### config.mk
export PLATFORM = sky130hd
export DESIGN_NAME = csa_accum_seq
export DESIGN_NICKNAME = d
export VERILOG_FILES = /design/src/rtl/csa_accum_seq.sv
export SDC_FILE = /design/constraint.sdc
export NUM_CORES = 1
export LEC_CHECK = 0
export ABC_AREA = 1
export CAP_MARGIN = 0
export CORE_MARGIN = 1
export CORE_UTILIZATION = 65
export CTS_BUF_LIST = sky130_fd_sc_hd__clkbuf_4
export DETAILED_ROUTE_END_ITERATION = 6
export DONT_BUFFER_PORTS = 1
export PLACE_DENSITY = 0.81
export SYNTH_ARGS = -nofsm -noshare
export SYNTH_HDL_FRONTEND = slang
export SYNTH_SLANG_ARGS = --single-unit
export TNS_END_PERCENT = 1
### constraint.sdc
create_clock -name clk -period 2.6 [get_ports clk]
set_input_delay 0.26 -clock clk [delete_from_list [all_inputs] [get_ports clk]]
set_output_delay 0.26 -clock clk [all_outputs]
set_load 0.1 [all_outputs]
### src/rtl/csa_accum_seq.sv
// csa_accum_seq: multi-operand accumulator. Operands fold into a redundant
// sum/carry pair through a 3:2 carry-save step, one per cycle; the last beat
// of a group triggers a single carry-propagate add and the W-bit result is
// offered on a valid/ready port.
// Optional build macro: CSA_ACCUM_OVF_EN adds a saturating beat counter and
// drives out_ovf when a group has more than 2^G beats (else out_ovf = 0).
module csa_accum_seq #(
    parameter  int N = 16,
    parameter  int G = 4,
    localparam int W = N + G
) (
    input  logic         clk,
    input  logic         reset_n,
    input  logic         in_valid,
    output logic         in_ready,
    input  logic [N-1:0] in_data,
    input  logic         in_sub,
    input  logic         in_last,
    output logic         out_valid,
    input  logic         out_ready,
    output logic [W-1:0] out_sum,
    output logic         out_ovf
);

    typedef enum logic [1:0] {ACC, RES, OUT} state_t;

    state_t       state, state_nxt;
    logic [W-1:0] s, c;
    logic [W-1:0] opx, maj;
    logic [W-1:0] s_nxt, c_nxt;
    logic         cin;
    logic         accept;

    // State register
    always_ff @(posedge clk) begin
        if (!reset_n) state <= ACC;
        else          state <= state_nxt;
    end

    // Next-state and handshake outputs; in_ready depends on state only
    always_comb begin
        state_nxt = state;
        in_ready  = 1'b0;
        out_valid = 1'b0;
        accept    = 1'b0;
        case (state)
            ACC: begin
                in_ready = 1'b1;
                accept   = in_valid;
                if (in_valid && in_last) state_nxt = RES;
            end
            RES: state_nxt = OUT;
            OUT: begin
                out_valid = 1'b1;
                if (out_ready) state_nxt = ACC;
            end
            default: state_nxt = ACC;
        endcase
    end

    // Operand extension and 3:2 compression; subtract is ~op plus a carry-in
    // dropped into the free LSB of the shifted carry vector
    always_comb begin
        opx = W'(in_data);
        cin = 1'b0;
        if (in_sub) begin
            opx = ~opx;
            cin = 1'b1;
        end
        maj   = (s & c) | (s & opx) | (c & opx);
        s_nxt = s ^ c ^ opx;
        c_nxt = {maj[W-2:0], cin};
    end

    // Redundant accumulator and registered result
    always_ff @(posedge clk) begin
        if (!reset_n) begin
            s       <= '0;
            c       <= '0;
            out_sum <= '0;
        end else begin
            if (accept) begin
                s <= s_nxt;
                c <= c_nxt;
            end
            if (state == RES) begin
                out_sum <= s + c;
                s       <= '0;
                c       <= '0;
            end
        end
    end

`ifdef CSA_ACCUM_OVF_EN
    localparam logic [G:0] CNT_SAT = (G+1)'((1 << G) + 1);
    localparam logic [G:0] CNT_LIM = (G+1)'(1 << G);

    logic [G:0] cnt;
    logic       ovf_q;

    // Saturating beat count; captured into out_ovf in RES and cleared there
    always_ff @(posedge clk) begin
        if (!reset_n) begin
            cnt   <= '0;
            ovf_q <= 1'b0;
        end else if (state == RES) begin
            ovf_q <= (cnt > CNT_LIM);
            cnt   <= '0;
        end else if (accept && cnt != CNT_SAT) begin
            cnt <= cnt + 1'b1;
        end
    end

    assign out_ovf = ovf_q;
`else
    assign out_ovf = 1'b0;
`endif

endmodule

* Word-level counts from Yosys, hierarchy flattened
Index checks and enable logic that the tools add are counted.
** Word-level totals
- Bits in registers :: 62
- Input bits :: 22
- Output and inout bits :: 23
- Logic and storage cells :: 30
** Cells by class
- Add/sub/neg operators :: 1
- Equal/unequal tests :: 4
- Multiplexer cells :: 8
- Bitwise gates (word level) :: 9
- Reduce and logical (&&, ||, !) cells :: 4
** Operator list (count)
- bitwise AND 19 bit :: 3
- XOR 20 bit :: 2
- bitwise OR 19 bit :: 2
- adder 20 bit :: 1
- 2-to-1 mux 20 bit :: 1
- NOT 16 -> 20 bit :: 1
- case mux 2 bit (3 select lines) :: 1
- 2-to-1 mux 1 bit :: 4
- 2-to-1 mux 2 bit :: 2
- inequality test 2 bit (second input constant) :: 2
- equality test 2 x 1 -> 1 bit (second input constant) :: 1
- equality test 2 bit (second input constant) :: 1
- logical NOT 2 bit :: 1
- AND reduction 2 bit :: 1
- OR reduction 2 bit :: 1
- logical AND 1 bit :: 1
- NOT 1 bit :: 1

* Depth between registers and ports, before layout
Gate-level depths: netlist (run 1).
- Word-level depth :: 5
- Gate-level depth with buffers :: 13
- Depth with buffers taken out :: 13

* Least setup slack after synthesis (run 1)
Ideal clock, no wire load.
- Kind :: reg2reg
- From :: register state[1]
- To :: register c[10]
- Library setup time :: 0.128 ns
- Arrival time :: 2.342 ns
- Data required time :: 2.472 ns
- Path slack :: 0.129 ns
- Cell stages (with the launch flop) :: 6
- Buffers on the path :: 1
- Clock period less this slack :: 2.471 ns
- Path through :: dfxtp_1 > nor2_1 > nand2_1 > inv_2 > clkbuf_1 > a21oi_1
** On the way
- Longest elaborated chain between the ends :: 2
- Elaborated cells between the ends (all ways) :: 4
- Classes of those cells :: 1 x eq/ne; 1 x mux; 2 x reduce/logical
** Ends and longest elaborated chain
- start, declared :: line 27 : state_t state, state_nxt;
- start signal, assigned :: line 37 : else state <= state_nxt;
- equality test 2 x 1 -> 1 bit / logical NOT 2 bit (equally long branches) :: line 86, 46
- OR reduction 2 bit (no source line) / 2-to-1 mux 1 bit (equally long branches)
- end signal, assigned :: line 84 : c <= c_nxt;
- end, declared :: line 28 : logic [W-1:0] s, c;
Parallel ways exist; a longest one is shown, timed or not.
A chain may end at the register's enable or synchronous reset.

* Worst setup path in the final report (run 1)
- From :: register c[0]
- To :: register out_sum[8]
** On the way
- Longest elaborated chain between the ends :: 1
** Ends and longest elaborated chain
- adder 20 bit :: line 87 : out_sum <= s + c;
- end signal, assigned :: line 87
- end, declared :: line 21 : output logic [W-1:0] out_sum,
Every way passes these cells.

==> results of run 1 <==
==> cell usage in the layout, fill, tap and decap left out, types with 17 or more instances in the layout <==
cell type / synthesis / final
o21ai_0: 24 / 24
nand3_1: 26 / 26
inv_1: 73 / 73
ha_1: 19 / 19
dfxtp_1: 62 / 62
fa_1: 20 / 20
a211oi_1: 17 / 17
a21oi_1: 40 / 40
nor2_1: 43 / 42
nand2_1: 135 / 135
xnor2_1: 19 / 19
==> report_power, final <==
part,internal (mW),switching [mW]
Combinational,0.219,0.401
Sequential,1.02,0.111
Clock,0.217,0.322
==> metrics by stage <==
stage	hold slack [ps]	area [um2]	total power [mW]	worst slack [ps]
detailed placement	368	4040	1.76	730
global placement	365	4040	1.73	769
CTS	14.3	4180	2.30	667
floorplan	361	3940	1.64	129
finish	24.1	4180	2.29	650
global route	39.5	4180	2.44	518
==> cell families after synthesis <==
group | count (synthesis) | synth area share [%]
compound gates | 91 | 13.5
xor+xnor | 19 | 4.22
fa+ha+maj | 39 | 16.2
buf+inv | 97 | 9.87
flops | 62 | 31.5
other cells | 1 | 0.0951
simple gates | 228 | 24.6
==> synthesized netlist by cell type <==
| master | number |
|---|---|
| inv_2 | 5 |
| nand2_2 | 5 |
| nand3_2 | 3 |
| a21oi_2 | 2 |
| buf_2 | 14 |
| nor2_4 | 2 |
| o21bai_1 | 3 |
| o21ai_0 | 24 |
| nand3b_1 | 1 |
| nand3_1 | 26 |
| inv_1 | 73 |
| conb_1 | 1 |
| xnor2_1 | 19 |
| nor3_1 | 1 |
| fa_1 | 20 |
| or2_1 | 2 |
| a22o_1 | 2 |
| nand4_1 | 1 |
| a32o_1 | 2 |
| buf_4 | 1 |
| a21oi_1 | 40 |
| nand2_1 | 135 |
| or2_2 | 4 |
| ha_1 | 19 |
| clkbuf_1 | 3 |
| and2_1 | 3 |
| dfxtp_1 | 62 |
| clkbuf_4 | 1 |
| a211oi_1 | 17 |
| o31ai_1 | 1 |
| nor2_1 | 43 |
| nor2_2 | 2 |
==> worst max-delay path: cells and delay by family, from the launching register on <==
kind          cells  cell delay (ps)
fa+ha+maj         2              680
flops             1              330
simple gates      7              810
==> registers in the layout (all words and copies together), names as in the netlist <==
| register | count |
|---|---|
| c | 20 |
| out_sum | 20 |
| s | 20 |
| state | 2 |
==> layout make-up <==
cell class                 count  area (um2)  area share (%)
tap                           72        90.1            2.16
clock inverter                 3        12.5           0.299
timing repair buffer          17         138            3.29
clock buffer                  12        90.1            2.16
inverter                      78         293            7.01
sequential                    62        1240            29.7
multi-input combinational    378        2310            55.4
==> layer usage <==
layer	vias up	track usage (%)	share of wire, %
met4	0	11.8	1.8
met2	99	47.0	46
met1	1532	39.5	47
met5	-	0	0
met3	13	4.91	5.2
li1	1718	-	-
==> worst min-delay path by stage <==
stage	depth (start not counted)	end	slack (ps)
2_1_floorplan	1	state[1]	360
3_3_place_gp	1	state[1]	360
5_1_grt	2	state[1]	40
3_5_place_dp	1	state[1]	370
4_1_cts	2	state[1]	10
6_report	2	state[1]	20
==> flow_metrics.py, run 1 <==
metrics = {
    "placed_design": {
        "dp_hpwl_mm": 6.29,
        "gp_congestion": 0.933,
        "place_inst": 603,
        "numPortBuffers": 0,
    },
    "setup_path": {
        "r2r_end": "out_sum[8]",
        "regToRegStartpoint": "c[0]",
        "reg2reg_slack_ps": 650,
        "slowest_stage": "fa_1",
        "crit_chain": "ha_1, fa_1, nand3_1, nand3_1, nand2_1, nand2_1, or2_2, nand3_1, nand2_1",
        "rr_worst_depth": 9,
        "cp-startpoint": "c[0]",
        "cp-start-kind": "flip-flop",
        "crit_type": "reg -> reg",
        "cpPeakStageDelay_ps": 440,
        "crit_arrival_ps": 2240,
        "path_max_fanout": 4,
        "crit_path_end": "out_sum[8]",
        "cp-end-kind": "flip-flop",
        "cp.required_ps": 2890,
    },
    "power_and_ir_drop": {
        "vdd_drop_max_v": 0.000432,
        "total_leakage_power_nw": 1.96,
        "p_per_area_nw_per_um2": 549,
    },
    "synthesis": {
        "synthesis.area_um2": 3940,
        "synthTopCellsByArea": "dfxtp_1, nand2_1, fa_1",
        "synth_top_area_share_pct": 31.5,
        "synthCells": 537,
        "synth_warnings": 0,
        "syn_avg_cell_area_um2": 7.34,
        "ys_ff_latch": 62,
        "seq_area_frac_synth_pct": 31.5,
        "yosys.area.top_type": "dfxtp_1",
        "synth.distinct_cells": 32,
        "synthesis.nets": 598,
    },
    "clock_network": {
        "cts-resized-gates": 0,
        "root_buffer": "clkbuf_4",
        "numCtsBuffers": 9,
        "clk_path_buf_depth": 2,
        "cts_hold_buf": 4,
        "cts_tree": "built",
        "clock_latency_ps": 400,
        "postCtsSetupRepairBufs": 0,
        "clk_pin_slew_ps": 110,
        "h-tree-depth": 3,
        "cts.sink_count": 62,
    },
    "cells_and_area": {
        "drive_gt1_share_pct": 9.09,
        "diodes": 0,
        "areaGrowthSynthToFinish_pct": 6.00,
        "final_util_pct": 73.6,
        "layout.cells.non_filler": 622,
        "nFillCells": 476,
        "nNetsFinal": 607,
    },
    "outcome": {
        "outcome": "finished clean",
    },
    "timing": {
        "finalHoldViolCount": 0,
        "max_clock_freq_mhz": 513,
        "relSlewSlack_pct": 31.9,
        "drv_slew": 0,
        "timing.final.crit_period_ps": 1950,
        "setup_viol": 0,
        "fin_tns_setup_ps": 0,
        "rsz0062_at_grt": "no",
        "finalClockSkew_ps": 14.1,
        "timing.final.crit_share_pct": 75.0,
        "worst_pin_slew_ps": 1020,
    },
    "floorplanning": {
        "row_count": 27,
        "core_area_um2": 5680,
        "initial_utilization_pct": 69.4,
        "dieHeight_um": 79.9,
        "die_area_um2": 6380,
        "die_w_um": 79.9,
        "pin_count": 45,
    },
    "global_routing": {
        "antenna_found_initial": 0,
        "grt_max_degree": 72,
        "gr-total-overflow": 0,
        "grt_pass1_vias": 3221,
        "track_usage_pct": 29.4,
        "grt_pass1_wl_mm": 14.4,
    },
    "run": {
        "cap_violations": 0,
    },
    "drt": {
        "routed_wl_mm": 8.28,
        "first_iter_violations": 217,
        "drc": 0,
        "ant_nets": 0,
        "wl_per_cell_um": 13.3,
        "firstDrtPassIters": 4,
        "num_vias": 3362,
        "viasPerCell": 5.41,
    },
    "min_path": {
        "hold_path.startpoint": "reset_n",
        "hold_class": "in -> reg",
    },
}
Note: power is estimated with default switching activity, not from simulation.
==> run 2: changes to the inputs <==
==> constraint.sdc (replaced) <==
create_clock -name clk -period 1.9 [get_ports clk]
set_input_delay 0.19 -clock clk [delete_from_list [all_inputs] [get_ports clk]]
set_output_delay 0.19 -clock clk [all_outputs]
set_load 0.1 [all_outputs]
==> run 2 against run 1 <==
  * Register-to-register slack worse by 550 ps
  * Clock power rose by 91%
  * Global-route usage is essentially flat
  * Clock skew down 4.5 ps
  * Sequential power grew 31%
  * Sequential share of layout area down 1.5 points
  * Critical path type unchanged
  * Largest cell class unchanged
==> flow_metrics.py, run 2 (synthesized netlist as in run 1, its figures left out) <==
metrics = {
    "floorplanning": {
        "initial_utilization_pct": 69.4,
        "die_w_um": 79.9,
        "row_count": 27,
        "die_area_um2": 6380,
        "core_area_um2": 5680,
        "dieHeight_um": 79.9,
        "pin_count": 45,
    },
    "timing": {
        "max_clock_freq_mhz": 556,
        "finalHoldViolCount": 0,
        "whs_ps": 15.6,
        "timing.final.crit_period_ps": 1800,
        "relSlewSlack_pct": 66.7,
        "finalClockSkew_ps": 9.58,
        "timing.final.crit_share_pct": 94.6,
        "drv_slew": 0,
        "worst_slack_ps": 102,
        "worst_pin_slew_ps": 498,
        "setup_viol": 0,
        "fin_tns_setup_ps": 0,
    },
    "setup_path": {
        "crit_family": "simple AND/OR/NAND/NOR gates",
        "path_buf_inv": 0,
        "reg2reg_slack_ps": 100,
        "crit_arrival_ps": 2100,
        "r2r_end": "out_sum[8]",
        "crit_type": "reg -> reg",
        "regToRegStartpoint": "s[0]",
        "crit_chain": "ha_1, fa_2, nand3_1, nand3_1, nand2_1, nand2_1, or2_2, nand3_1, nand2_1",
        "cpPeakStageDelay_ps": 350,
        "cp-end-kind": "flip-flop",
        "cp-start-kind": "flip-flop",
        "rr_worst_depth": 9,
        "path_max_fanout": 4,
        "slowest_stage": "fa_2",
        "cp.required_ps": 2210,
    },
    "global_routing": {
        "grt_pass1_wl_mm": 14.4,
        "gr-total-overflow": 0,
        "grt_max_degree": 72,
        "antenna_found_initial": 0,
        "grt_pass1_vias": 3141,
        "track_usage_pct": 29.5,
    },
    "min_path": {
        "hold_path.startpoint": "in_sub",
        "hold-path-cell-count": 3,
        "hold_class": "in -> reg",
        "worstHoldEndpoint": "s[19]",
    },
    "drt": {
        "num_vias": 3464,
        "wl_per_cell_um": 13.6,
        "firstDrtPassIters": 5,
        "drc": 0,
        "viasPerCell": 5.41,
        "ant_nets": 0,
        "first_iter_violations": 185,
        "routed_wl_mm": 8.72,
    },
    "clock_network": {
        "clk_pin_slew_ps": 100,
        "cts_tree": "built",
        "clk_path_buf_depth": 2,
        "numCtsBuffers": 9,
        "cts.sink_count": 62,
        "h-tree-depth": 3,
        "clock_latency_ps": 400,
        "root_buffer": "clkbuf_4",
    },
    "cells_and_area": {
        "final_util_pct": 77.5,
        "mostFrequentLayoutCells": "nand2_1, inv_1, dfxtp_1",
        "areaGrowthSynthToFinish_pct": 11.6,
        "final_cell_area_um2": 4400,
        "drive_gt1_share_pct": 12.7,
        "final_common_cell": "nand2_1",
        "nNetsFinal": 624,
        "top_regs": "c: 20 flops, out_sum: 20 flops, s: 20 flops",
        "diodes": 0,
    },
    "placed_design": {
        "dp_hpwl_mm": 6.27,
        "post-place-ws_ps": 82.5,
        "dpl-instance-area_um2": 4170,
        "gp_congestion": 0.911,
        "numPortBuffers": 0,
    },
    "power_and_ir_drop": {
        "p_per_area_nw_per_um2": 790,
        "vdd_drop_max_v": 0.000528,
        "total_leakage_power_nw": 2.07,
    },
    "run": {
        "cap_violations": 0,
    },
    "outcome": {
        "outcome": "finished clean",
    },
}
## run 2: cell count changes in the layout (fill, tap and decap cells not counted), sizes merged
cell / delta
bufinv: +2
dlygate4sd3: +2
clkbuf: -1
buf: +15
## run 2: worst min-delay path, cell delays in order
cell and delay [ps]:
xnor2_1 90, o21ai_0 60, inv_1 50
## run 2: how the worst max path moves through the flow
stage	start	end	slack [ps]	cells after the start
finish	s[0]	out_sum[8]	100	9
global route	c[7]	out_sum[17]	-9	11
CTS	s[0]	out_sum[8]	60	9
detailed placement	s[0]	out_sum[8]	80	9
global placement	c[0]	out_sum[8]	110	9
floorplan	c[0]	out_sum[8]	160	9
## run 2: final cells by class
cell class                      count  area (um2)
Fill cell                         446        1280
Sequential cell                    62        1240
Timing Repair Buffer               34         283
Multi-Input combinational cell    378        2330
Clock inverter                      5        73.8
Inverter                           78         293
Tap cell                           72        90.1
Clock buffer                       11        82.6
## run 2: per-stage QoR
| stage | instances | power (mW) |
|---|---|---|
| 2_1_floorplan | 537 | 2.25 |
| 3_3_place_gp | 618 | 2.40 |
| 3_5_place_dp | 618 | 2.44 |
| 4_1_cts | 640 | 3.48 |
| 5_1_grt | 640 | 3.66 |
| 6_report | 640 | 3.47 |
## run 2: per-layer routing
layer / vias to the layer above / global-route usage [%] / part of all wire (%) / routed length, um
met2: 112 / 45.4 / 45 / 3910
met5: - / 0 / 0 / 0
met4: 0 / 11.8 / 1.6 / 139
li1: 1763 / - / - / -
met1: 1574 / 41.2 / 49 / 4240
met3: 15 / 4.57 / 4.9 / 431
## run 2: repair_timing
action                                 in CTS  in global routing
setup endpoints to repair                   0                  7
buffers inserted                            0                  0
resized for setup                           0                  5
endpoints found under the hold margin      11                  0
hold buffers                                6                  0
## run 2: where the power goes
part	total, mW	internal (mW)	switching, mW	leakage [nW]
clock	1.03	0.556	0.478	0.0883
sequential	1.48	1.40	0.0830	0.508
combinational	0.957	0.326	0.631	1.48
